### config.mk
export PLATFORM = sky130hd
export DESIGN_NAME = fetch_prefetch_flat
export DESIGN_NICKNAME = d
export VERILOG_FILES = /design/src/rtl/fetch_prefetch_if.sv /design/src/rtl/fetch_prefetch.sv /design/src/flat_wrapper.sv
export SDC_FILE = /design/constraint.sdc
export NUM_CORES = 1
export LEC_CHECK = 0
export ABC_AREA = 1
export CAP_MARGIN = 10
export CORE_AREA = 10 10 220 222
export DETAILED_ROUTE_END_ITERATION = 6
export DIE_AREA = 0 0 230 232
export DONT_BUFFER_PORTS = 1
export PLACE_DENSITY = 0.46
export SLEW_MARGIN = 20
export SYNTH_ARGS = -nofsm -noshare
export SYNTH_HDL_FRONTEND = slang
export SYNTH_SLANG_ARGS = --single-unit
### constraint.sdc
create_clock -name clock -period 3.1 [get_ports clock]
set_input_delay 0.93 -clock clock [delete_from_list [all_inputs] [get_ports clock]]
set_output_delay 0.93 -clock clock [all_outputs]
set_load 0.01 [all_outputs]
### src/rtl/fetch_prefetch_if.sv
// Fetch front-end bus bundle: instruction-memory req/ack channel plus the
// valid/ready channel toward the fetch/decode register.
interface fetch_prefetch_if;
  logic        imem_req;
  logic [31:0] imem_addr;
  logic        imem_ack;
  logic [31:0] imem_rdata;
  logic        out_valid;
  logic [31:0] out_instr;
  logic [31:0] out_pc;
  logic        out_ready;

  modport master (
    output imem_req, imem_addr, out_valid, out_instr, out_pc,
    input  imem_ack, imem_rdata, out_ready
  );

  modport slave (
    input  imem_req, imem_addr, out_valid, out_instr, out_pc,
    output imem_ack, imem_rdata, out_ready
  );
endinterface

### src/rtl/fetch_prefetch.sv
// Instruction-fetch front end: owns the fetch PC, issues one outstanding imem
// request at a time, and buffers {pc, instr} pairs in a small prefetch FIFO.
module fetch_prefetch #(
  parameter logic [31:0] RESET_PC = 32'h0000_0000,
  parameter int unsigned DEPTH    = 4
) (
  input  logic                    clock,
  input  logic                    reset,
  fetch_prefetch_if.master        bus,
  input  logic                    redirect,
  input  logic [31:0]             redirect_pc,
  output logic [$clog2(DEPTH):0]  fifo_count
);

  localparam int unsigned PW = $clog2(DEPTH);
  localparam int unsigned CW = PW + 1;

  typedef enum logic [1:0] {IDLE, WAIT, DROP} state_e;

  typedef struct packed {
    logic [31:0] pc;
    logic [31:0] instr;
  } entry_t;

  state_e        state_q, state_d;
  logic [31:0]   fetch_pc_q, fetch_pc_d;
  logic [31:0]   req_addr_q, req_addr_d;
  entry_t        mem_q [DEPTH];
  entry_t        mem_d [DEPTH];
  logic [PW-1:0] rd_ptr_q, rd_ptr_d;
  logic [PW-1:0] wr_ptr_q, wr_ptr_d;
  logic [CW-1:0] count_q, count_d;
  logic          imem_req_q, imem_req_d;
  logic          out_valid_q, out_valid_d;

  logic          push_c;
  logic          pop_c;
  logic [CW-1:0] count_nx_c;
  logic          room_c;

  // Next-state: redirect overrides everything; otherwise FIFO update + FSM.
  always_comb begin
    state_d    = state_q;
    fetch_pc_d = fetch_pc_q;
    req_addr_d = req_addr_q;
    rd_ptr_d   = rd_ptr_q;
    wr_ptr_d   = wr_ptr_q;
    count_d    = count_q;
    for (int i = 0; i < int'(DEPTH); i++) mem_d[i] = mem_q[i];

    push_c     = (state_q == WAIT) && bus.imem_ack;
    pop_c      = out_valid_q && bus.out_ready;
    count_nx_c = count_q + CW'(push_c) - CW'(pop_c);
    room_c     = (count_nx_c < CW'(DEPTH));

    if (redirect) begin
      fetch_pc_d = redirect_pc & 32'hFFFF_FFFC;
      rd_ptr_d   = '0;
      wr_ptr_d   = '0;
      count_d    = '0;
      // A request still waiting for its ack must drain in DROP first.
      if ((state_q != IDLE) && !bus.imem_ack) begin
        state_d = DROP;
      end else begin
        state_d    = WAIT;
        req_addr_d = redirect_pc & 32'hFFFF_FFFC;
      end
    end else begin
      count_d = count_nx_c;
      if (push_c) begin
        mem_d[wr_ptr_q] = '{pc: fetch_pc_q, instr: bus.imem_rdata};
        wr_ptr_d        = wr_ptr_q + PW'(1);
      end
      if (pop_c) rd_ptr_d = rd_ptr_q + PW'(1);

      case (state_q)
        IDLE: begin
          if (room_c) begin
            state_d    = WAIT;
            req_addr_d = fetch_pc_q;
          end
        end
        WAIT: begin
          if (bus.imem_ack) begin
            fetch_pc_d = fetch_pc_q + 32'd4;
            if (room_c) req_addr_d = fetch_pc_q + 32'd4;
            else        state_d    = IDLE;
          end
        end
        DROP: begin
          if (bus.imem_ack) begin
            state_d    = WAIT;
            req_addr_d = fetch_pc_q;
          end
        end
        default: state_d = IDLE;
      endcase
    end

    imem_req_d  = (state_d != IDLE);
    out_valid_d = (count_d != '0);
  end

  always_ff @(posedge clock) begin
    if (reset) begin
      state_q     <= IDLE;
      fetch_pc_q  <= RESET_PC;
      req_addr_q  <= RESET_PC;
      rd_ptr_q    <= '0;
      wr_ptr_q    <= '0;
      count_q     <= '0;
      imem_req_q  <= 1'b0;
      out_valid_q <= 1'b0;
      for (int i = 0; i < int'(DEPTH); i++) mem_q[i] <= '0;
    end else begin
      state_q     <= state_d;
      fetch_pc_q  <= fetch_pc_d;
      req_addr_q  <= req_addr_d;
      rd_ptr_q    <= rd_ptr_d;
      wr_ptr_q    <= wr_ptr_d;
      count_q     <= count_d;
      imem_req_q  <= imem_req_d;
      out_valid_q <= out_valid_d;
      for (int i = 0; i < int'(DEPTH); i++) mem_q[i] <= mem_d[i];
    end
  end

  assign bus.imem_req  = imem_req_q;
  assign bus.imem_addr = req_addr_q;
  assign bus.out_valid = out_valid_q;
  assign bus.out_instr = mem_q[rd_ptr_q].instr;
  assign bus.out_pc    = mem_q[rd_ptr_q].pc;
  assign fifo_count    = count_q;

endmodule

### src/flat_wrapper.sv
// flat-port wrapper written by rule: the top's interface ports become plain ports
module fetch_prefetch_flat 
#(
  parameter logic [31:0] RESET_PC = 32'h0000_0000,
  parameter int unsigned DEPTH    = 4
)
  (clock, reset, redirect, redirect_pc, fifo_count, bus_imem_req, bus_imem_addr, bus_out_valid, bus_out_instr, bus_out_pc, bus_imem_ack, bus_imem_rdata, bus_out_ready);
  fetch_prefetch_if bus_i ();
  input  logic clock;
  input  logic reset;
  input  logic redirect;
  input  logic [31:0] redirect_pc;
  output logic [$clog2(DEPTH):0] fifo_count;
  output wire logic [$bits(bus_i.imem_req)-1:0] bus_imem_req;
  output wire logic [$bits(bus_i.imem_addr)-1:0] bus_imem_addr;
  output wire logic [$bits(bus_i.out_valid)-1:0] bus_out_valid;
  output wire logic [$bits(bus_i.out_instr)-1:0] bus_out_instr;
  output wire logic [$bits(bus_i.out_pc)-1:0] bus_out_pc;
  input wire logic [$bits(bus_i.imem_ack)-1:0] bus_imem_ack;
  input wire logic [$bits(bus_i.imem_rdata)-1:0] bus_imem_rdata;
  input wire logic [$bits(bus_i.out_ready)-1:0] bus_out_ready;
  assign bus_imem_req = bus_i.imem_req;
  assign bus_imem_addr = bus_i.imem_addr;
  assign bus_out_valid = bus_i.out_valid;
  assign bus_out_instr = bus_i.out_instr;
  assign bus_out_pc = bus_i.out_pc;
  assign bus_i.imem_ack = bus_imem_ack;
  assign bus_i.imem_rdata = bus_imem_rdata;
  assign bus_i.out_ready = bus_out_ready;
  fetch_prefetch #(.RESET_PC(RESET_PC), .DEPTH(DEPTH)) u_core (.clock(clock), .reset(reset), .bus(bus_i), .redirect(redirect), .redirect_pc(redirect_pc), .fifo_count(fifo_count));
endmodule
==> results of run 1 <==
-- per-stage QoR --
step	hold WS (ps)	setup WS, ps	utilization (%)
after floorplan	437	277	-
after global placement	445	77.9	35.0
after detailed placement	449	53.8	35.0
after CTS	458	39.6	37.9
after global routing	428	5.77	37.9
final	450	71.8	37.9
-- routing by layer --
metal  global-route usage (%)  vias up  routed length, um
met5                        0        -                  0
met4                     5.14        0               1240
met3                     4.63       78               3310
met2                     31.5      380              25100
met1                     25.5     6868              24400
li1                         -     7171                  -
-- logic make-up (layout without fill, tap and decap cells) --
group	after synthesis	count (layout)	synth area share [%]
and+or+nand+nor	996	996	27.3
other	1	4	0.0247
AOI/OAI and AO/OA	597	597	20.4
adders and majority gates	8	8	0.708
xor gates and xnor gates	8	8	0.461
buffers and inverters	292	192	8.85
DFF	321	321	42.3
-- flip-flops by register name, summed over array words and instances, names as in the netlist, named ones only --
| register | count |
|---|---|
| u_core.mem_q | 248 |
| u_core.bus.imem_addr | 30 |
| u_core.fetch_pc_q | 30 |
| u_core.fifo_count | 3 |
| u_core.rd_ptr_q | 2 |
| u_core.state_q | 2 |
| u_core.wr_ptr_q | 2 |
| u_core.bus.imem_req | 1 |
| u_core.bus.out_valid | 1 |
-- worst max-delay path by stage --
stage / start / endpoint / slack, ps
CTS: flop / bus_out_pc[22] / 40
global route: flop / bus_out_pc[20] / 6
global placement: bus_out_ready / u_core.bus.imem_addr[16] / 80
floorplan: bus_out_ready / u_core.bus.imem_addr[3] / 280
detailed placement: bus_out_ready / u_core.bus.imem_addr[16] / 50
finish: flop / bus_out_pc[15] / 70
-- cells in the final DEF (no fill, tap or decap), types with 2 or more instances in the layout --
cell type,count
sky130_fd_sc_hd__xor2_1,5
sky130_fd_sc_hd__nor3_1,2
sky130_fd_sc_hd__nand2_2,8
sky130_fd_sc_hd__nand4_1,3
sky130_fd_sc_hd__a31oi_1,9
sky130_fd_sc_hd__clkbuf_8,14
sky130_fd_sc_hd__a21oi_1,345
sky130_fd_sc_hd__dfxtp_1,319
sky130_fd_sc_hd__a221oi_1,3
sky130_fd_sc_hd__o21ai_0,176
sky130_fd_sc_hd__nor2_4,2
sky130_fd_sc_hd__o22ai_1,62
sky130_fd_sc_hd__nand2_1,476
sky130_fd_sc_hd__clkbuf_1,10
sky130_fd_sc_hd__buf_12,10
sky130_fd_sc_hd__conb_1,4
sky130_fd_sc_hd__inv_1,79
sky130_fd_sc_hd__ha_2,4
sky130_fd_sc_hd__inv_6,3
sky130_fd_sc_hd__nor2_2,2
sky130_fd_sc_hd__clkbuf_16,39
sky130_fd_sc_hd__inv_2,2
sky130_fd_sc_hd__buf_4,29
sky130_fd_sc_hd__nor2_1,219
sky130_fd_sc_hd__ha_1,3
sky130_fd_sc_hd__xnor2_1,3
sky130_fd_sc_hd__clkinv_2,3
sky130_fd_sc_hd__nand3_1,283
-- worst max-delay path: cells and delay by family, from the launching register on --
family                 cells  cell delay, ps
AOI/OAI and AO/OA          2             610
DFF                        1             340
buffers and inverters      2             590
-- power by group through the flow --
stage | sequential, mW | combinational [mW] | clock (mW)
after floorplan | 4.41 | 0.717 | 0
after global placement | 4.50 | 0.799 | 0
after detailed placement | 4.50 | 0.806 | 0
after CTS | 4.41 | 0.809 | 4.71
after global routing | 4.43 | 0.909 | 4.86
final | 4.41 | 0.803 | 4.59
-- final cells by class --
type | count | area, um2 | area share, %
clock buffers | 63 | 1210 | 7.25
flip-flops and latches | 321 | 6430 | 38.6
multi-input cells | 1613 | 7460 | 44.8
well taps | 592 | 741 | 4.45
clock inverters | 7 | 73.8 | 0.444
repair buffers | 39 | 418 | 2.51
inverters | 83 | 313 | 1.88
==> flow_summary_export.csv, run 1 <==
group,metric,value,unit
run_status,outcome,"finished, final reports clean",
place,dp_hpwl,31500,um
cts,cts_hold_buffers,0,
sta,clock.fmax,330,MHz
sta,finalCritPeriodShare,97.7,%
cts,worst_skew_pair.late_latency,560,ps
finish,finish.cell_count_without_fillers,2718,
synthesis,synth_edf_count,0,
sta,setup_viol,0,
finish,share_of_final_layout_standard_cells_stronger_than_drive_strength_1,5.74,%
finish,layout.filler_cells,4767,
worst_setup_path,cp.required,2170,ps
worst_setup_path,r2r_cells,14,
sta,setup_repair_after_global_routing_missed_its_margin,"false",
power,cellPowerDensity,589,nW/um2
synthesis,synth_top_cells_by_count,"sky130_fd_sc_hd__nand2_1 (479), sky130_fd_sc_hd__a21oi_1 (345), sky130_fd_sc_hd__dfxtp_1 (321), sky130_fd_sc_hd__nand3_1 (283), sky130_fd_sc_hd__nor2_1 (219)",
power,power_frac_clock,46.8,%
floorplanning,die-width,230,um
power,total_power,9.80,mW
detailed_routing,detail_route.wl_per_cell,19.9,um
hold_path,timing.hold.worst_path_depth,1,
worst_setup_path,data_arrival_time_of_the_worst_path,2100,ps
place,place.gp.congestion,0.809,
global_route,grt_usage,19.5,%
synthesis,yosys_register_bits,321,
global_route,grt_first_pass_wirelength,83300,um
detailed_routing,detail_route.iter0.violations,1328,
global_route,grt_pass1_vias,13735,
synthesis,synthDominantAreaCellType,"sky130_fd_sc_hd__dfxtp_1",
job,maxCapViolations,0,
synthesis,post_synthesis_mean_instance_area,6.84,um2
floorplanning,die_y,232,um
finish,finalInstanceArea,16600,um2
power,seq_power_share,45.0,%
floorplanning,pin_count,170,
finish,diodes,0,
sta,finalHoldViolCount,0,
floorplanning,initial_utilization,34.6,%
worst_setup_path,critical_path.reg2reg.endpoint,"u_core.bus.imem_addr[16]",
cts,cts.clk_slew.worst_paths,60,ps
worst_setup_path,end_kind,"output pin",
sta,period_minus_ws_final,3030,ps
finish,design.final.nets,2174,
place,io_buffers,0,
global_route,grt_overflow_total,0,
detailed_routing,drt.antenna.violating_nets,0,
hold_path,timing.hold.worst.class,"in2reg",
worst_setup_path,timing.critical_path.from_type,"flop",
hold_path,worstHoldEndpoint,"u_core.state_q[1]",
place,post-place-cells,2648,
synthesis,post-synth-top-count-cell,"sky130_fd_sc_hd__nand2_1",
sta,tns,0,ps
power,switching_share,26.2,%
synthesis,async_set_reset_flop_share_out_of_synthesis,0,%
synthesis,yosysWarnings,0,
power,internal_power,7.23,mW
hold_path,min-delay-start,"reset",
worst_setup_path,reg2reg_setup_slack,620,ps
global_route,initial_antenna_violation_count,0,
power,comb_power_share,8.2,%
synthesis,synth.cell_area,15200,um2
worst_setup_path,regToRegStartpoint,"u_core.bus.out_valid",
cts,tritoncts.num_buffers,39,
cts,count_of_buffers_added_by_post_cts_timing_repair_for_setup,0,
worst_setup_path,setup.worst_path.class,"reg2out",
sta,max_slew.worst_pin.slew,945,ps
power,leakage,5.78,nW
synthesis,synth_top_area_share,42.3,%
floorplanning,placementRows,77,
cts,ctsLongestPathBuffers,3,
worst_setup_path,cpPeakStageDelay,510,ps
global_route,grt_start_max_net_pins,285,
synthesis,synth_cell_types,32,
synthesis,synthCells,2223,
worst_setup_path,critical_path.cell_chain,"inv_2 -> buf_12 -> o21ai_0 -> o22ai_1",
detailed_routing,drt_wl_total,54000,um
power,p_switching,2.56,mW
synthesis,synth_flop_cell,"sky130_fd_sc_hd__dfxtp_1",
detailed_routing,post_drt_via_cell_ratio,5.33,
detailed_routing,first_pass_iters,6,
cts,htree_levels,2,
place,post_dp_cell_area,15400,um2
cts,cts_root_buf,"sky130_fd_sc_hd__clkbuf_16",
worst_setup_path,worst-path-max-fanout,18,
cts,cts_resized,0,
cts,tritoncts,"done",
power,vdd_ir_drop_max,0.000342,V
synthesis,yosysSeqAreaShare,42.3,%
synthesis,post_synth_main_area_contributors,"sky130_fd_sc_hd__dfxtp_1 (42%), sky130_fd_sc_hd__nand2_1 (12%), sky130_fd_sc_hd__a21oi_1 (11%)",
floorplanning,core,43900,um2
sta,final_max_slew_viol_count,0,
sta,skew,16.4,ps
floorplanning,die-area,53400,um2
detailed_routing,dr_total_vias,14497,
detailed_routing,drt_drc_violations_left,0,
finish,growth_of_design_area_from_synthesis_to_finish,9.47,%
sta,slew-limit-headroom,37.0,%
worst_setup_path,critical-path-slowest-cell,"sky130_fd_sc_hd__o22ai_1",
cts,cts_num_sinks,321,
Note: power is estimated with default switching activity, not from simulation.
==> inputs of run 2 (changes only) <==
--- a/config.mk
+++ b/config.mk
@@ -7,11 +7,13 @@
 export LEC_CHECK = 0
 export ABC_AREA = 1
 export CAP_MARGIN = 10
+export CELL_PAD_IN_SITES_DETAIL_PLACEMENT = 1
+export CELL_PAD_IN_SITES_GLOBAL_PLACEMENT = 1
 export CORE_AREA = 10 10 220 222
 export DETAILED_ROUTE_END_ITERATION = 6
 export DIE_AREA = 0 0 230 232
 export DONT_BUFFER_PORTS = 1
-export PLACE_DENSITY = 0.46
+export PLACE_DENSITY = 0.6
 export SLEW_MARGIN = 20
 export SYNTH_ARGS = -nofsm -noshare
 export SYNTH_HDL_FRONTEND = slang
==> flow_summary_export.csv, run 2 (synthesized netlist as in run 1, its figures left out) <==
group,metric,value,unit
run_status,outcome,"finished, final reports clean",
finish,top_register,"u_core.mem_q",
sta,finalHoldViolCount,0,
global_route,grt_overflow_total,0,
worst_setup_path,r2r_cells,14,
cts,tritoncts.num_buffers,40,
place,preCtsSetupSlack,71.5,ps
cts,ctsLongestPathBuffers,3,
cts,count_of_buffers_added_by_post_cts_timing_repair_for_setup,0,
power,power_frac_clock,47.4,%
power,comb_power_share,8.2,%
sta,skew,23.3,ps
floorplanning,die-area,53400,um2
sta,period_minus_ws_final,2960,ps
power,seq_power_share,44.3,%
power,p_switching,2.62,mW
power,cellPowerDensity,594,nW/um2
cts,htree_levels,2,
power,internal_power,7.32,mW
global_route,grt_usage,20.7,%
place,place.gp.congestion,0.812,
floorplanning,die_y,232,um
finish,fin_util,38.1,%
sta,slew-limit-headroom,31.3,%
worst_setup_path,worstSetupPathDepth,4,
worst_setup_path,setup.worst_path.class,"reg2out",
finish,largest_register_ff_count,248,
floorplanning,die-width,230,um
sta,finalCritPeriodShare,95.4,%
global_route,grt_pass1_vias,14893,
detailed_routing,drt_wl_total,57300,um
global_route,grt_first_pass_wirelength,89200,um
cts,cts_num_sinks,321,
floorplanning,initial_utilization,34.6,%
floorplanning,core,43900,um2
sta,setup_repair_after_global_routing_missed_its_margin,"false",
detailed_routing,first_pass_iters,4,
worst_setup_path,critical-path-slowest-cell,"sky130_fd_sc_hd__o22ai_1",
finish,layout_common_cells,"sky130_fd_sc_hd__nand2_1 (476), sky130_fd_sc_hd__a21oi_1 (345), sky130_fd_sc_hd__dfxtp_1 (319)",
cts,tritoncts,"done",
sta,clock.fmax,338,MHz
worst_setup_path,cpPeakStageDelay,390,ps
sta,tns,0,ps
global_route,grt_start_max_net_pins,285,
detailed_routing,drt.antenna.violating_nets,0,
finish,diodes,0,
power,switching_share,26.3,%
power,leakage,5.81,nW
worst_setup_path,end_kind,"output pin",
sta,setup_viol,0,
worst_setup_path,data_arrival_time_of_the_worst_path,2030,ps
place,io_buffers,0,
finish,share_of_final_layout_standard_cells_stronger_than_drive_strength_1,5.96,%
detailed_routing,drt-met1-wl,25900,um
detailed_routing,detailroute.wirelength.met2,27800,um
detailed_routing,post_drt_via_cell_ratio,5.46,
finish,mostFrequentLayoutCell,"sky130_fd_sc_hd__nand2_1",
worst_setup_path,cpLargestDelayFamily,"buffers and inverters",
sta,max_slew.worst_pin.slew,1030,ps
finish,layout.filler_cells,5534,
detailed_routing,detail_route.wl_per_cell,21.1,um
detailed_routing,detailroute.wirelength.met3,2450,um
worst_setup_path,timing.critical_path.from_type,"flop",
finish,growth_of_design_area_from_synthesis_to_finish,10.0,%
detailed_routing,dr.max_layer_used,"met4",
global_route,initial_antenna_violation_count,0,
worst_setup_path,worst-path-max-fanout,46,
sta,final_critical_path_setup_slack,143,ps
cts,cts_root_buf,"sky130_fd_sc_hd__clkbuf_16",
hold_path,timing.hold.worst.class,"reg2reg",
finish,finalInstanceArea,16700,um2
finish,design.final.nets,2176,
floorplanning,pin_count,170,
detailed_routing,drt_drc_violations_left,0,
hold_path,timing.hold.worst_path_depth,2,
cts,worst_skew_pair.late_latency,570,ps
worst_setup_path,worst_path_bufs_invs,2,
detailed_routing,dr_total_vias,14864,
cts,cts.clk_slew.worst_paths,60,ps
job,maxCapViolations,0,
cts,cts_hold_buffers,0,
place,post_dp_cell_area,15400,um2
cts,cts_resized,1,
place,dp_hpwl,34100,um
sta,final_max_slew_viol_count,0,
detailed_routing,detail_route.iter0.violations,972,
worst_setup_path,cp.required,2170,ps
worst_setup_path,critical_path.cell_chain,"clkinv_2 -> buf_12 -> o21ai_0 -> o22ai_1",
power,vdd_ir_drop_max,0.000280,V
floorplanning,placementRows,77,
[run 2: changes by cell type in the layout (fill, tap and decap cells not counted), sizes merged]
cell,delta
clkinv,+1
buf,+1
clkbuf,+3
inv,-1
[run 2: stage by stage]
| stage | hold slack [ps] | cells | total power, mW |
|---|---|---|---|
| after floorplan | 437 | 2226 | 5.13 |
| after global placement | 443 | 2649 | 5.31 |
| after detailed placement | 450 | 2649 | 5.33 |
| after CTS | 456 | 2722 | 10.1 |
| after global routing | 446 | 2722 | 10.4 |
| final | 457 | 2722 | 9.94 |
[run 2: worst paths after layout]
path	from	endpoint	slack (ps)
hold / removal	u_core.mem_q[2][40]	u_core.mem_q[2][40]	460
hold reg to reg	u_core.mem_q[2][40]	u_core.mem_q[2][40]	460
setup reg to reg	u_core.bus.out_valid	u_core.bus.imem_addr[15]	620
setup / recovery	flop	bus_out_instr[19]	140
[run 2: area by class of cell]
type	count	area, um2	share of cell area [%]
clock inverters	7	70.1	0.419
well taps	592	741	4.43
multi-input cells	1613	7480	44.7
flip-flops and latches	321	6430	38.4
inverters	83	313	1.87
repair buffers	40	442	2.64
clock buffers	66	1250	7.47
[run 2: worst register-to-register path, delay by kind of cell, from the launching register on]
family                   cells  cell delay (ps)
buffers and inverters        4              410
flip-flops                   1              380
AO/OA/AOI/OAI                2              320
AND/OR/NAND/NOR              5              520
adder cells (fa/ha/maj)      3              730
[run 2: power by group through the flow]
stage	combinational [mW]	sequential (mW)	clock [mW]
2_1_floorplan	0.717	4.41	0
3_3_place_gp	0.807	4.50	0
3_5_place_dp	0.826	4.50	0
4_1_cts	0.828	4.41	4.84
5_1_grt	0.932	4.43	5.03
6_report	0.817	4.41	4.71
[run 2: routing by layer]
metal,track usage [%],vias to the layer above
li1,-,7171
met1,26.5,7381
met2,35.4,241
met3,3.82,71
met4,5.30,0
met5,0,-
